==> config.mk <==
export PLATFORM = sky130hd
export DESIGN_NAME = bullet_ctrl
export DESIGN_NICKNAME = d
export VERILOG_FILES = /design/src/rtl/bullet_ctrl.sv
export SDC_FILE = /design/constraint.sdc
export NUM_CORES = 1
export LEC_CHECK = 0
export CAP_MARGIN = 25
export CELL_PAD_IN_SITES_DETAIL_PLACEMENT = 1
export CELL_PAD_IN_SITES_GLOBAL_PLACEMENT = 2
export CORE_MARGIN = 2
export CORE_UTILIZATION = 36
export DETAILED_ROUTE_END_ITERATION = 12
export GPL_TIMING_DRIVEN = 0
export HOLD_SLACK_MARGIN = 0.12
export PLACE_DENSITY_LB_ADDON = 0.15
export RECOVER_POWER = 25
export SLEW_MARGIN = 0
export SYNTH_ARGS = -nofsm -noshare
export SYNTH_HDL_FRONTEND = slang
export SYNTH_SLANG_ARGS = --single-unit
==> constraint.sdc <==
create_clock -name CLK -period 15.7 [get_ports CLK]
set_clock_uncertainty 0.1 [all_clocks]
set_input_delay 3.14 -clock CLK [delete_from_list [all_inputs] [get_ports CLK]]
set_output_delay 3.14 -clock CLK [all_outputs]
set_load 0.01 [all_outputs]
==> src/rtl/bullet_ctrl.sv <==
// bullet_ctrl: bullet slot manager for a VGA tank game.
//
// Once per video frame (rising edge of vs) the controller optionally spawns
// a bullet from the tank, then walks every slot once, advancing position,
// ageing it and retiring it on expiry or when it reaches the screen edge.
// A registered pixel test reports whether the current VGA pixel lies inside
// any live bullet sprite.
//
// Optional feature macro: BULLET_WALL_BOUNCE_EN
//   undefined (default): a bullet that goes out of bounds dies.
//   defined            : a bullet bounces off the wall instead (velocity
//                        component negated, coordinate restored).
//
// Handshake/timing note: there is no valid/ready traffic here. vs is an
// asynchronous level that is synchronised; fire is a level whose rising
// edge latches a one-frame request; all outputs are registered.
// fsm_state is a debug view of the frame-update FSM
// (0 IDLE, 1 SPAWN, 2 MOVE, 3 DONE).

module bullet_ctrl #(
    parameter int NUM_BULLETS = 4,
    parameter int LIFETIME    = 240,
    parameter int COOLDOWN    = 15,
    parameter int BULLET_R    = 2
) (
    input  logic                   CLK,
    input  logic                   RESET,
    input  logic                   vs,
    input  logic                   fire,
    input  logic [9:0]             tank_x,
    input  logic [9:0]             tank_y,
    input  logic [7:0]             sin,
    input  logic [7:0]             cos,
    input  logic [9:0]             DrawX,
    input  logic [9:0]             DrawY,
    output logic                   bullet_on,
    output logic [NUM_BULLETS-1:0] active_mask,
    output logic [1:0]             fsm_state
);

    localparam int IDX_W = (NUM_BULLETS > 1) ? $clog2(NUM_BULLETS) : 1;
    localparam logic [IDX_W-1:0] LAST_IDX = IDX_W'(NUM_BULLETS - 1);

    // Screen limits on the integer part of a coordinate
    localparam logic [9:0] LO_LIM = 10'(BULLET_R);
    localparam logic [9:0] X_HI   = 10'(639 - BULLET_R);
    localparam logic [9:0] Y_HI   = 10'(479 - BULLET_R);

    localparam logic signed [10:0] R_S = 11'(BULLET_R);
    localparam logic [7:0] LIFE_INIT = 8'(LIFETIME);
    localparam logic [7:0] CD_INIT   = 8'(COOLDOWN);

    typedef enum logic [1:0] {
        S_IDLE  = 2'd0,
        S_SPAWN = 2'd1,
        S_MOVE  = 2'd2,
        S_DONE  = 2'd3
    } state_t;

    state_t           state_q;
    logic             vs_s1_q, vs_s2_q, vs_prev_q;
    logic             fire_prev_q;
    logic             pending_q;
    logic             req_q;
    logic [7:0]       cd_q;
    logic [IDX_W-1:0] idx_q;

    logic [NUM_BULLETS-1:0] alive_q;
    logic [15:0]            px_q   [NUM_BULLETS];
    logic [15:0]            py_q   [NUM_BULLETS];
    logic [15:0]            vx_q   [NUM_BULLETS];
    logic [15:0]            vy_q   [NUM_BULLETS];
    logic [7:0]             life_q [NUM_BULLETS];

    logic                   bullet_on_q;
    logic [NUM_BULLETS-1:0] mask_q;

    logic             tick_d;
    logic             fire_rise_d;
    logic             free_found_d;
    logic [IDX_W-1:0] free_idx_d;
    logic [15:0]      mv_px_d, mv_py_d;
    logic [7:0]       mv_life_d;
    logic             mv_oob_x_d, mv_oob_y_d;
    logic             hit_d;
    logic signed [10:0] dx_d, dy_d;

    // Frame tick and fire edge detection
    always_comb begin
        tick_d      = vs_s2_q & ~vs_prev_q;
        fire_rise_d = fire & ~fire_prev_q;
    end

    // Lowest-index free slot for spawning
    always_comb begin
        free_found_d = 1'b0;
        free_idx_d   = '0;
        for (int i = NUM_BULLETS - 1; i >= 0; i--) begin
            if (!alive_q[i]) begin
                free_found_d = 1'b1;
                free_idx_d   = IDX_W'(i);
            end
        end
    end

    // Candidate update for the slot being visited in MOVE
    always_comb begin
        mv_px_d    = px_q[idx_q] + vx_q[idx_q];
        mv_py_d    = py_q[idx_q] + vy_q[idx_q];
        mv_life_d  = life_q[idx_q] - 8'd1;
        mv_oob_x_d = (mv_px_d[15:6] <= LO_LIM) || (mv_px_d[15:6] >= X_HI);
        mv_oob_y_d = (mv_py_d[15:6] <= LO_LIM) || (mv_py_d[15:6] >= Y_HI);
    end

    // Pixel-inside-sprite test against every live slot (11-bit signed deltas)
    always_comb begin
        hit_d = 1'b0;
        dx_d  = '0;
        dy_d  = '0;
        for (int i = 0; i < NUM_BULLETS; i++) begin
            dx_d = $signed({1'b0, DrawX}) - $signed({1'b0, px_q[i][15:6]});
            dy_d = $signed({1'b0, DrawY}) - $signed({1'b0, py_q[i][15:6]});
            if (alive_q[i] && (dx_d >= -R_S) && (dx_d <= R_S) &&
                (dy_d >= -R_S) && (dy_d <= R_S)) begin
                hit_d = 1'b1;
            end
        end
    end

    // Frame-update FSM, slot state, synchronisers and registered outputs
    always_ff @(posedge CLK or negedge RESET) begin
        if (!RESET) begin
            state_q     <= S_IDLE;
            vs_s1_q     <= 1'b0;
            vs_s2_q     <= 1'b0;
            vs_prev_q   <= 1'b0;
            fire_prev_q <= 1'b0;
            pending_q   <= 1'b0;
            req_q       <= 1'b0;
            cd_q        <= '0;
            idx_q       <= '0;
            alive_q     <= '0;
            bullet_on_q <= 1'b0;
            mask_q      <= '0;
            for (int i = 0; i < NUM_BULLETS; i++) begin
                px_q[i]   <= '0;
                py_q[i]   <= '0;
                vx_q[i]   <= '0;
                vy_q[i]   <= '0;
                life_q[i] <= '0;
            end
        end else begin
            vs_s1_q     <= vs;
            vs_s2_q     <= vs_s1_q;
            vs_prev_q   <= vs_s2_q;
            fire_prev_q <= fire;
            bullet_on_q <= hit_d;
            mask_q      <= alive_q;

            // A request lives for exactly one frame: the tick consumes it.
            if (tick_d) begin
                pending_q <= 1'b0;
            end else if (fire_rise_d) begin
                pending_q <= 1'b1;
            end

            if (tick_d && (cd_q != 8'd0)) begin
                cd_q <= cd_q - 8'd1;
            end

            case (state_q)
                S_IDLE: begin
                    // Ticks outside IDLE are simply ignored.
                    if (tick_d) begin
                        req_q   <= pending_q;
                        idx_q   <= '0;
                        state_q <= S_SPAWN;
                    end
                end

                S_SPAWN: begin
                    if (req_q && (cd_q == 8'd0) && free_found_d) begin
                        alive_q[free_idx_d] <= 1'b1;
                        px_q[free_idx_d]    <= {tank_x, 6'b0};
                        py_q[free_idx_d]    <= {tank_y, 6'b0};
                        vx_q[free_idx_d]    <= {{8{cos[7]}}, cos};
                        vy_q[free_idx_d]    <= 16'd0 - {{8{sin[7]}}, sin};
                        life_q[free_idx_d]  <= LIFE_INIT;
                        cd_q                <= CD_INIT;
                    end
                    req_q   <= 1'b0;
                    idx_q   <= '0;
                    state_q <= S_MOVE;
                end

                S_MOVE: begin
                    if (alive_q[idx_q]) begin
                        life_q[idx_q] <= mv_life_d;
`ifdef BULLET_WALL_BOUNCE_EN
                        // Bounce: reflect the offending axis, keep old coordinate
                        if (mv_oob_x_d) begin
                            vx_q[idx_q] <= 16'd0 - vx_q[idx_q];
                        end else begin
                            px_q[idx_q] <= mv_px_d;
                        end
                        if (mv_oob_y_d) begin
                            vy_q[idx_q] <= 16'd0 - vy_q[idx_q];
                        end else begin
                            py_q[idx_q] <= mv_py_d;
                        end
                        if (mv_life_d == 8'd0) begin
                            alive_q[idx_q] <= 1'b0;
                        end
`else
                        px_q[idx_q] <= mv_px_d;
                        py_q[idx_q] <= mv_py_d;
                        if ((mv_life_d == 8'd0) || mv_oob_x_d || mv_oob_y_d) begin
                            alive_q[idx_q] <= 1'b0;
                        end
`endif
                    end
                    if (idx_q == LAST_IDX) begin
                        state_q <= S_DONE;
                    end else begin
                        idx_q <= idx_q + IDX_W'(1);
                    end
                end

                S_DONE: begin
                    state_q <= S_IDLE;
                end

                default: begin
                    state_q <= S_IDLE;
                end
            endcase
        end
    end

    // Output drive
    always_comb begin
        bullet_on   = bullet_on_q;
        active_mask = mask_q;
        fsm_state   = state_q;
    end

endmodule

== After elaboration in Yosys (flattened, before gate mapping) ==
Index checks and enable logic that the tools add are counted.

* $add $sub $neg: 14
* Bitwise logic cells: 12
* Reduce and logical (&&, ||, !) cells: 41
* Mux-type cells: 74
* Equal/unequal tests: 10
* Order comparisons: 28

{| class="wikitable"
|+ Operator list
! operator !! count
|-
| $bwmux W64 || 6
|-
| $mux W64 || 4
|-
| $pmux W64 S2 || 2
|-
| $mux W16 || 10
|-
| $bmux W16 S2 || 4
|-
| $ge A11 B2 Y1 const B || 8
|-
| $le A11 B3 Y1 const B || 8
|-
| $sub A10 B10 Y11 || 8
|-
| $demux W16 S2 || 2
|-
| $mux W32 || 2
|-
| $pmux W32 S2 || 1
|-
| $mux W8 || 7
|-
| $add A16 B16 Y16 || 2
|-
| $bwmux W32 || 1
|-
| $demux W8 S2 || 2
|-
| $logic_and A1 B1 Y1 || 23
|-
| $le A10 B2 Y1 const B || 2
|-
| $and A16 B16 Y16 || 1
|-
| $bmux W8 S2 || 1
|-
| $logic_not A8 Y1 || 2
|-
| $mux W2 || 8
|-
| $not A16 Y16 || 1
|-
| $or A16 B16 Y16 || 1
|-
| $sub A8 B1 Y8 const B || 2
|-
| other kinds (33) || 71
|}

* Input port bits: 60
* Word-level logic and storage cells: 211
* Flip-flop bits (word level): 315

== Logic depth before layout (Yosys ltp) ==
Gate-level depths: netlist of run 1.

* Depth in word-level cells: 13
* Mapped depth: 17
* Depth with buffers taken out: 13

== Worst setup path before layout of run 1 ==
OpenSTA, ideal clock, no wires.

* Path kind: input to register
* Start: input port DrawY[0]
* End: register bullet_on_q (netlist: bullet_on)
* Stages on the path: 13
* Slack: 9,841 ps
* Arrival: 5,669 ps
* Path buffers: 0
* Path through: inv_1 > ha_1 > inv_1 > fa_1 > a21oi_1 > o211ai_1 > a2111oi_0 > nor3_1 > mux2i_1 > or4b_2 > mux2i_1 > a32oi_1 > o221ai_1

* Cells in the longest elaborated chain, start to end: 8
* Elaborated cells between the ends (all ways): 24
* Those cells by class: add/sub: 4; order compare: 8; mux: 4; reduce/logical: 8

{| class="wikitable"
|+ RTL lines
! what !! RTL line !! RTL
|-
| start: declaration || 35 || <nowiki>input logic [9:0] DrawY,</nowiki>
|-
| $sub A10 B10 Y11 || 122 || <nowiki>dy_d = $signed({1'b0, DrawY}) - $signed({1'b0, py_q[i][15:6]});</nowiki>
|-
| $ge A11 B2 Y1 || 124 || <nowiki>(dy_d >= -R_S) && (dy_d <= R_S)) begin</nowiki>
|-
| $logic_and A1 B1 Y1 || 123 || <nowiki>if (alive_q[i] && (dx_d >= -R_S) && (dx_d <= R_S) &&</nowiki>
|-
| $logic_and A1 B1 Y1 || 124 ||
|-
| $mux W1 (3 in a row) || 123 ||
|-
| $mux W1 * || 123 ||
|-
| named net hit_d || 85 || <nowiki>logic hit_d;</nowiki>
|-
| end signal: assignment || 157 || <nowiki>bullet_on_q <= hit_d;</nowiki>
|-
| end: declaration || 75 || <nowiki>logic bullet_on_q;</nowiki>
|}

Mark *: on every way through the listed nets, which the timed path passes. The rest lies on a longest branch.
A chain may end at the register's enable or synchronous reset.

==> summary.md, run 1 <==
| Metric | Value |
|---|---|
| Logic pwr share | 63.3% |
| Core region area | 48800 um2 |
| Crit path kind | in2async |
| MaxCap Viol Count | 1 |
| Antenna cells | 0 |
| Async set or reset register ratio after synthesis | between 90% and 100% |
| Sw Ratio | 49.0% |
| Startpoint types | input pin |
| Clock transition at path regs | 0.06 ns |
| Crit-path max cell delay | 3.94 ns |
| Worst Path Arrival | 7.25 ns |
| Worst Hold Launch | vs_s1_q |
| Die footprint | 51200 um2 |
| Drt pass-1 iters | 6 |
| Die Ht | 226 um |
| Final setup viols | 0 |
| Post-Synthesis Cells | approximately 1900 |
| Fmax | 0.124 GHz |
| Post-synthesis sequential area ratio | a little over a third |
| Drt total wl | about 64000 um |
| WP data required | 14.89 ns |
| Setup Buffers After CTS | 0 |
| Critical-path cell list | clkbuf_1 |
| Vias in the first global route | 15900 |
| R2R Path End | alive_q[2] |
| Period Utilization, post-route | 51.3% |
| Drc violations | 0 |
| Reg-to-Reg Start | idx_q[1] |
| Syn. warnings | 0 |
| Pins Over Slew Limit | 97 |
| Total GRT Usage | between 20% and 30% |
| Number of buffers on the longest clock path | 3 |
| Post-Syn Area | between 15000 and 20000 um2 |
| CTS tree | done |
| Largest net degree at the start of global routing | 97 |
| Worst path buffer plus inverter count | 1 |
| Pint | 0.00233 W |
| FF+latch count, synth | approximately 260 |
| CTS buffer count | 30 |
| Commonest non-fill, non-tap cell in the layout | dfrtp_1 |
| Hold crit path type | reg2reg |
| Clock Latency Late Sink | 0.59 ns |
| Port Buffers | 66 |
| Clock root buffer | clkbuf_16 |
| # hold bufs at CTS | 0 |
| CP delay by family, top | buffers and inverters |
| PD cells | between 200 and 250 nW/um2 |
| Hold path depth | 0 |
| Critical path's slowest cell | clkbuf_1 |
| Final ANT Viol Nets | 0 |
| Status | complete, but fails checks |
| Number of synthesized flops with an enable pin | 0 |
| Proportion of power drawn by flip-flops and latches | 20.8% |
| Dpl hpwl | ~50000 um |
| R2R depth | 16 |
| Crit. End Element | asynchronous set/reset pin |
| Violations in the final reports | max-capacitance violations, max-slew violations |
| Actual slew at the worst max-slew pin | around 5.8 ns |
| Setup TNS | 0 ns |
| Minimum clock period after layout | between 8 and 9 ns |
| Routed vias/inst | around 5.7 |
| # rows | just over 80 |
| GR Overflow Total | 0 |
| Initial antenna violation count | 0 |
| Ys flop type | dfrtp_1 |
| Die width | approximately 230 um |
| Commonest cells after routing, fill and taps aside | dfrtp_1 (255), nand2_1 (230), o21ai_0 (160), inv_1 (130), ha_1 (123) |
| Post-CTS sizing | 0 |
| First-pass GRT wire length | about 98000 um |
| DR WL/cell | 24.1 um |
| Relative slew margins | -286% |
| Top-level I/O count | 67 |
| GPL Wtd Cong | ~0.84 |
| Cell variety after synth | 94 |
| Final hold violations | 0 |
| Static Leak | around 8.8 nW |
| NumNets Final | 2168 |
| Area Overhead vs Synth | 14.7% |
| DR vias | 15300 |
| Worst vdd ir | 96.2 uV |
| Syn_area_per_cell | 9.51 um2 |
| Power share of the clock group | 15.8% |
| First-iteration detailed-routing DRC count | around 1000 |
| H-tree depth | 1 |
| Hold_ws | around 0.26 ns |
| CTS Sinks | around 260 |
| Share of cells above drive strength 1 | around 11% |
| Syn nets | 2063 |
| RSZ-0062 raised after global routing | false |
| Initial core utilization | 36.4% |
| Reg2reg setup slack | 8.78 ns |
| P_sw | 0.00224 W |
| CP max FO | 96 |
| Worst Hold Path EP | vs_s2_q |
==> cell usage after synthesis (8+ instances only) <==
master       n  area share, %
dfrtp_1    255             36
nand2_1    230            4.9
o21ai_0    160            4.5
inv_1      130            2.7
ha_1       123            8.7
nor2_1     102            2.2
a21oi_1     84            2.4
nand3_1     59            1.7
mux4_2      58            7.3
mux2_2      52            3.3
xnor2_1     52            2.6
o22ai_1     48            1.7
clkbuf_1    45           0.95
nor3_1      35           0.99
xor2_1      35            1.7
nor2b_1     23           0.81
a22o_1      21            1.0
o21a_1      19           0.80
a211oi_1    15           0.63
a21o_1      14           0.59
a31oi_1     13           0.46
nand4_1     13           0.46
nor4_1      13           0.46
o211ai_1    13           0.55
buf_2       12           0.34
mux2i_1     12           0.68
and2_1      11           0.39
buf_1       11           0.23
nand2b_1    11           0.39
or3_1       11           0.39
fa_1        10            1.1
nand3b_1    10           0.42
o221ai_1    10           0.49
a221oi_1     9           0.44
and3_1       9           0.32
clkbuf_8     9           0.70
a2111oi_0    8           0.39
o31ai_1      8           0.34
==> registers in the layout, summed over array words and instances (netlist names), 2 cells and up <==
| name | cells |
|---|---|
| vx_q | 32 |
| life_q | 32 |
| fsm_state | 2 |
| px_q | 64 |
| vy_q | 36 |
| active_mask | 4 |
| cd_q | 8 |
| alive_q | 4 |
| idx_q | 2 |
| py_q | 64 |
==> worst max path at each step <==
stage              from  cells after the start    endpoint  slack [ns]
3_5_place_dp   DrawX[1]                     11   bullet_on        8.69
5_1_grt           RESET                      1    px_q[22]        6.60
6_report          RESET                      1    px_q[22]        7.64
3_3_place_gp      RESET                      1    py_q[40]        0.05
2_1_floorplan  DrawY[0]                     13   bullet_on        9.84
4_1_cts        idx_q[1]                     16  alive_q[2]        8.91
==> layer usage <==
metal,global-route usage (%),routed length (um),vias to the layer above
met5,0,0,-
met4,5.52,1410,0
met3,4.06,3130,73
met2,40.9,29500,322
met1,35.9,30000,7818
li1,-,-,7037
==> power by group through the flow <==
stage	Sequential, W	Clock (W)	Combinational [W]
floorplan	0.000913	0	0.00202
global placement	0.000954	0	0.00277
detailed placement	0.000959	0	0.00285
CTS	0.000950	0.000741	0.00287
global route	0.000972	0.000766	0.00318
finish	0.000952	0.000725	0.00290
==> per-stage QoR <==
stage | worst slack [ns] | instance area [um2] | total power (W) | instances | util [%]
after CTS | 8.91 | 20400 | 0.00456 | 2657 | 41.7
final | 7.64 | 20400 | 0.00457 | 2659 | 41.7
after detailed placement | 8.69 | 19400 | 0.00381 | 2605 | 39.7
after global placement | 0.0517 | 19300 | 0.00372 | 2600 | 39.4
after global routing | 6.60 | 20400 | 0.00491 | 2659 | 41.7
after floorplan | 9.84 | 17800 | 0.00293 | 1870 | -
==> cell type report <==
cell class,instances,area [um2]
Multi-Input combinational cell,1402,10500
Buffer,83,442
Inverter,130,488
Fill cell,5599,28500
Clock inverter,15,224
Timing Repair Buffer,73,777
Clock buffer,37,787
Sequential cell,255,6380
Tap cell,664,831
==> kinds of logic after synthesis <==
family          share of synthesized area (%)
xor+xnor                                 4.38
compound gates                           18.0
flops                                    35.9
simple gates                             15.4
buf+inv                                  5.24
mux                                      11.3
fa+ha+maj                                9.78
Note: power is estimated with default switching activity, not from simulation.
==> run 2: changes to the inputs <==
clock period = 6.91 ns   (was 15.7 ns; I/O delays follow)
==> run 2 against run 1 <==
  * The run still ends with max-capacitance violations, max-slew violations left
  * First-iteration DRC count up 1.6%
  * Utilization rose by 0.054 points
  * Clock power rose by 130%
  * Total power grew 130%
  * Critical path depth is 14 higher
  * Sequential share of layout area about the same
  * Critical path type is now reg2reg
  * Critical endpoint is now alive_q[2]
  * Largest cell class unchanged
==> summary.md, run 2 (synthesis results as in run 1) <==
| Metric | Value |
|---|---|
| Status | complete, but fails checks |
| Violations in the final reports | max-capacitance violations, max-slew violations |
| GR Overflow Total | 0 (unchanged) |
| Relative slew margins | -234% (+52 points) |
| Top-level I/O count | 67 (unchanged) |
| CTS buffer count | 30 (unchanged) |
| Port Buffers | 66 (unchanged) |
| Die footprint | 51200 um2 (unchanged) |
| CTS tree | done |
| Sw Ratio | 49.0% (about the same) |
| M3 GR Usage | 4.06% (unchanged) |
| Met2 usage | 40.9% (unchanged) |
| Dpl hpwl | 49600 um (unchanged) |
| Clock transition at path regs | 0.07 ns (about the same) |
| DR WL/cell | 24.1 um (about the same) |
| Pins Over Slew Limit | 95 (-2.1%) |
| Area of the multi-input gates | 10500 um2 (+0.16%) |
| Worst vdd ir | 219 uV (+130%) |
| Die Ht | 226 um (unchanged) |
| Actual slew at the worst max-slew pin | 5.00 ns (-0.782 ns) |
| Share of cells above drive strength 1 | 11.4% (+0.30 points) |
| Final setup viols | 0 (unchanged) |
| Reg area | 6380 um2 (unchanged) |
| Minimum clock period after layout | 6.43 ns |
| Crit path kind | reg2reg |
| Met1 Use GR | 35.9% (unchanged) |
| Static Leak | 8.77 nW (+0.19%) |
| Pint | 0.00530 W (+130%) |
| Drt total wl | 64100 um (about the same) |
| Vias in the first global route | 15900 (unchanged) |
| Peak-usage layer in the global routing report | met2 |
| Area Overhead vs Synth | 14.8% |
| Layout Utilization | 41.8% (+0.054 points) |
| RSZ-0062 raised after global routing | false |
| Post-CTS sizing | 0 (unchanged) |
| Worst Path Arrival | 6.78 ns (-0.47 ns) |
| Crit. End Element | register |
| First-iteration detailed-routing DRC count | 1054 (+1.6%) |
| Largest regs | px_q (64), py_q (64), vy_q (36) |
| Commonest cells after routing, fill and taps aside | dfrtp_1 (255), nand2_1 (230), o21ai_0 (160), inv_1 (130), ha_1 (123) |
| Fillers | 5600 (+0.018%) |
| Period Utilization, post-route | 93.0% |
| Logic pwr share | 63.3% (about the same) |
| Clock root buffer | clkbuf_16 |
| Die width | 226 um (unchanged) |
| Clock Latency Late Sink | 0.59 ns (about the same) |
| Fmax | 0.156 GHz |
| Routed vias/inst | 5.75 (+0.27%) |
| CTS Sinks | 255 (unchanged) |
| Final hold violations | 0 (unchanged) |
| H-tree depth | 1 (unchanged) |
| Drt pass-1 iters | 7 (+1) |
| Total GRT Usage | 25.4% (unchanged) |
| Final ANT Viol Nets | 0 (unchanged) |
| MaxCap Viol Count | 1 (unchanged) |
| Number of buffers on the longest clock path | 3 (unchanged) |
| Hold crit path type | reg2reg |
| CP max FO | 10 (-90%) |
| PD cells | 510 nW/um2 (+130%) |
| Power share of the clock group | 15.9% (about the same) |
| NumNets Final | 2168 (unchanged) |
| GPL Wtd Cong | 0.838 (unchanged) |
| Core region area | 48800 um2 (unchanged) |
| # hold bufs at CTS | 0 (unchanged) |
| P_sw | 0.00510 W (+130%) |
| Initial antenna violation count | 0 (unchanged) |
| Hold_ws | 0.257 ns (-0.0000160 ns) |
| Initial core utilization | 36.4% (unchanged) |
| WP data required | 7.26 ns (-7.63 ns) |
| # rows | 81 (unchanged) |
| Setup Buffers After CTS | 0 (unchanged) |
| Antenna cells | 0 (unchanged) |
| Commonest non-fill, non-tap cell in the layout | dfrtp_1 |
| Startpoint types | register |
| Proportion of power drawn by flip-flops and latches | 20.8% (about the same) |
| DR vias | 15300 (+0.27%) |
| Drc violations | 0 (unchanged) |
| First-pass GRT wire length | 98100 um (unchanged) |
| Largest net degree at the start of global routing | 97 (unchanged) |
-- run 2: cell count changes in the layout (fill, tap and decap cells not counted), sizes merged --
| cell | change |
|---|---|
| buf | +2 |
| dlygate4sd3 | -5 |
| clkdlybuf4s50 | +5 |
| clkbuf | -3 |
| clkdlybuf4s25 | +1 |
-- run 2: worst max-delay path: stages (launching register included) --
cell,delay (ns)
dfrtp_1,0.39
clkbuf_1,0.32
buf_2,0.52
buf_1,0.61
clkbuf_1,0.75
mux4_2,0.47
fa_1,0.48
a21o_2,0.28
a221o_1,0.42
a31o_2,0.35
a211oi_2,0.52
o2111ai_1,0.20
a211oi_1,0.27
nand4_1,0.20
nand4b_2,0.27
a31oi_1,0.11
-- run 2: final cells by class --
type	count	area share, %
Timing Repair Buffer	73	3.84
Inverter	130	2.39
Clock inverter	15	1.10
Sequential cell	255	31.3
Tap cell	664	4.07
Buffer	83	2.18
Clock buffer	37	3.86
Multi-Input combinational cell	1402	51.3
-- run 2: final timing paths --
| kind | depth (start not counted) | from | end | slack [ns] |
|---|---|---|---|---|
| worst max-delay path | 15 | idx_q[1] | alive_q[2] | 0.48 |
| worst min-delay path | 0 | vs_s1_q | vs_s2_q | 0.26 |
| worst max register to register | 15 | idx_q[1] | alive_q[2] | 0.48 |
| worst min register to register | 0 | vs_s1_q | vs_s2_q | 0.26 |
| max in group asynchronous | 1 | RESET | px_q[46] | 1.12 |
| min in group asynchronous | 1 | RESET | cd_q[5] | 2.71 |
-- run 2: layer usage --
layer,share of wire (%),vias to the layer above
li1,-,7039
met1,47,7851
met2,46,325
met3,4.9,76
met4,2.3,0
met5,0,-
-- run 2: power by group through the flow --
stage               sequential, W  combinational [W]  clock, W
global placement          0.00217            0.00628         0
finish                    0.00217            0.00659   0.00165
global route              0.00221            0.00723   0.00174
detailed placement        0.00218            0.00649         0
floorplan                 0.00207            0.00458         0
CTS                       0.00216            0.00652   0.00168
-- run 2: through the flow --
stage / cell area [um2] / total power [W] / setup slack (ns) / instances / setup TNS (ns)
after detailed placement: 19400 / 0.00866 / 0.173 / 2605 / 0
after CTS: 20400 / 0.0104 / 0.117 / 2657 / 0
after global placement: 19300 / 0.00845 / -6.98 / 2600 / -1770.83
final: 20400 / 0.0104 / 0.481 / 2659 / 0
after global routing: 20400 / 0.0112 / 0.208 / 2659 / 0
after floorplan: 17800 / 0.00665 / 1.92 / 1870 / 0
==> run 3: changes to the inputs <==
SLEW_MARGIN = default   (was 0)
==> results of run 3 <==
Final layout, timing and power as in run 2 (identical DEF).
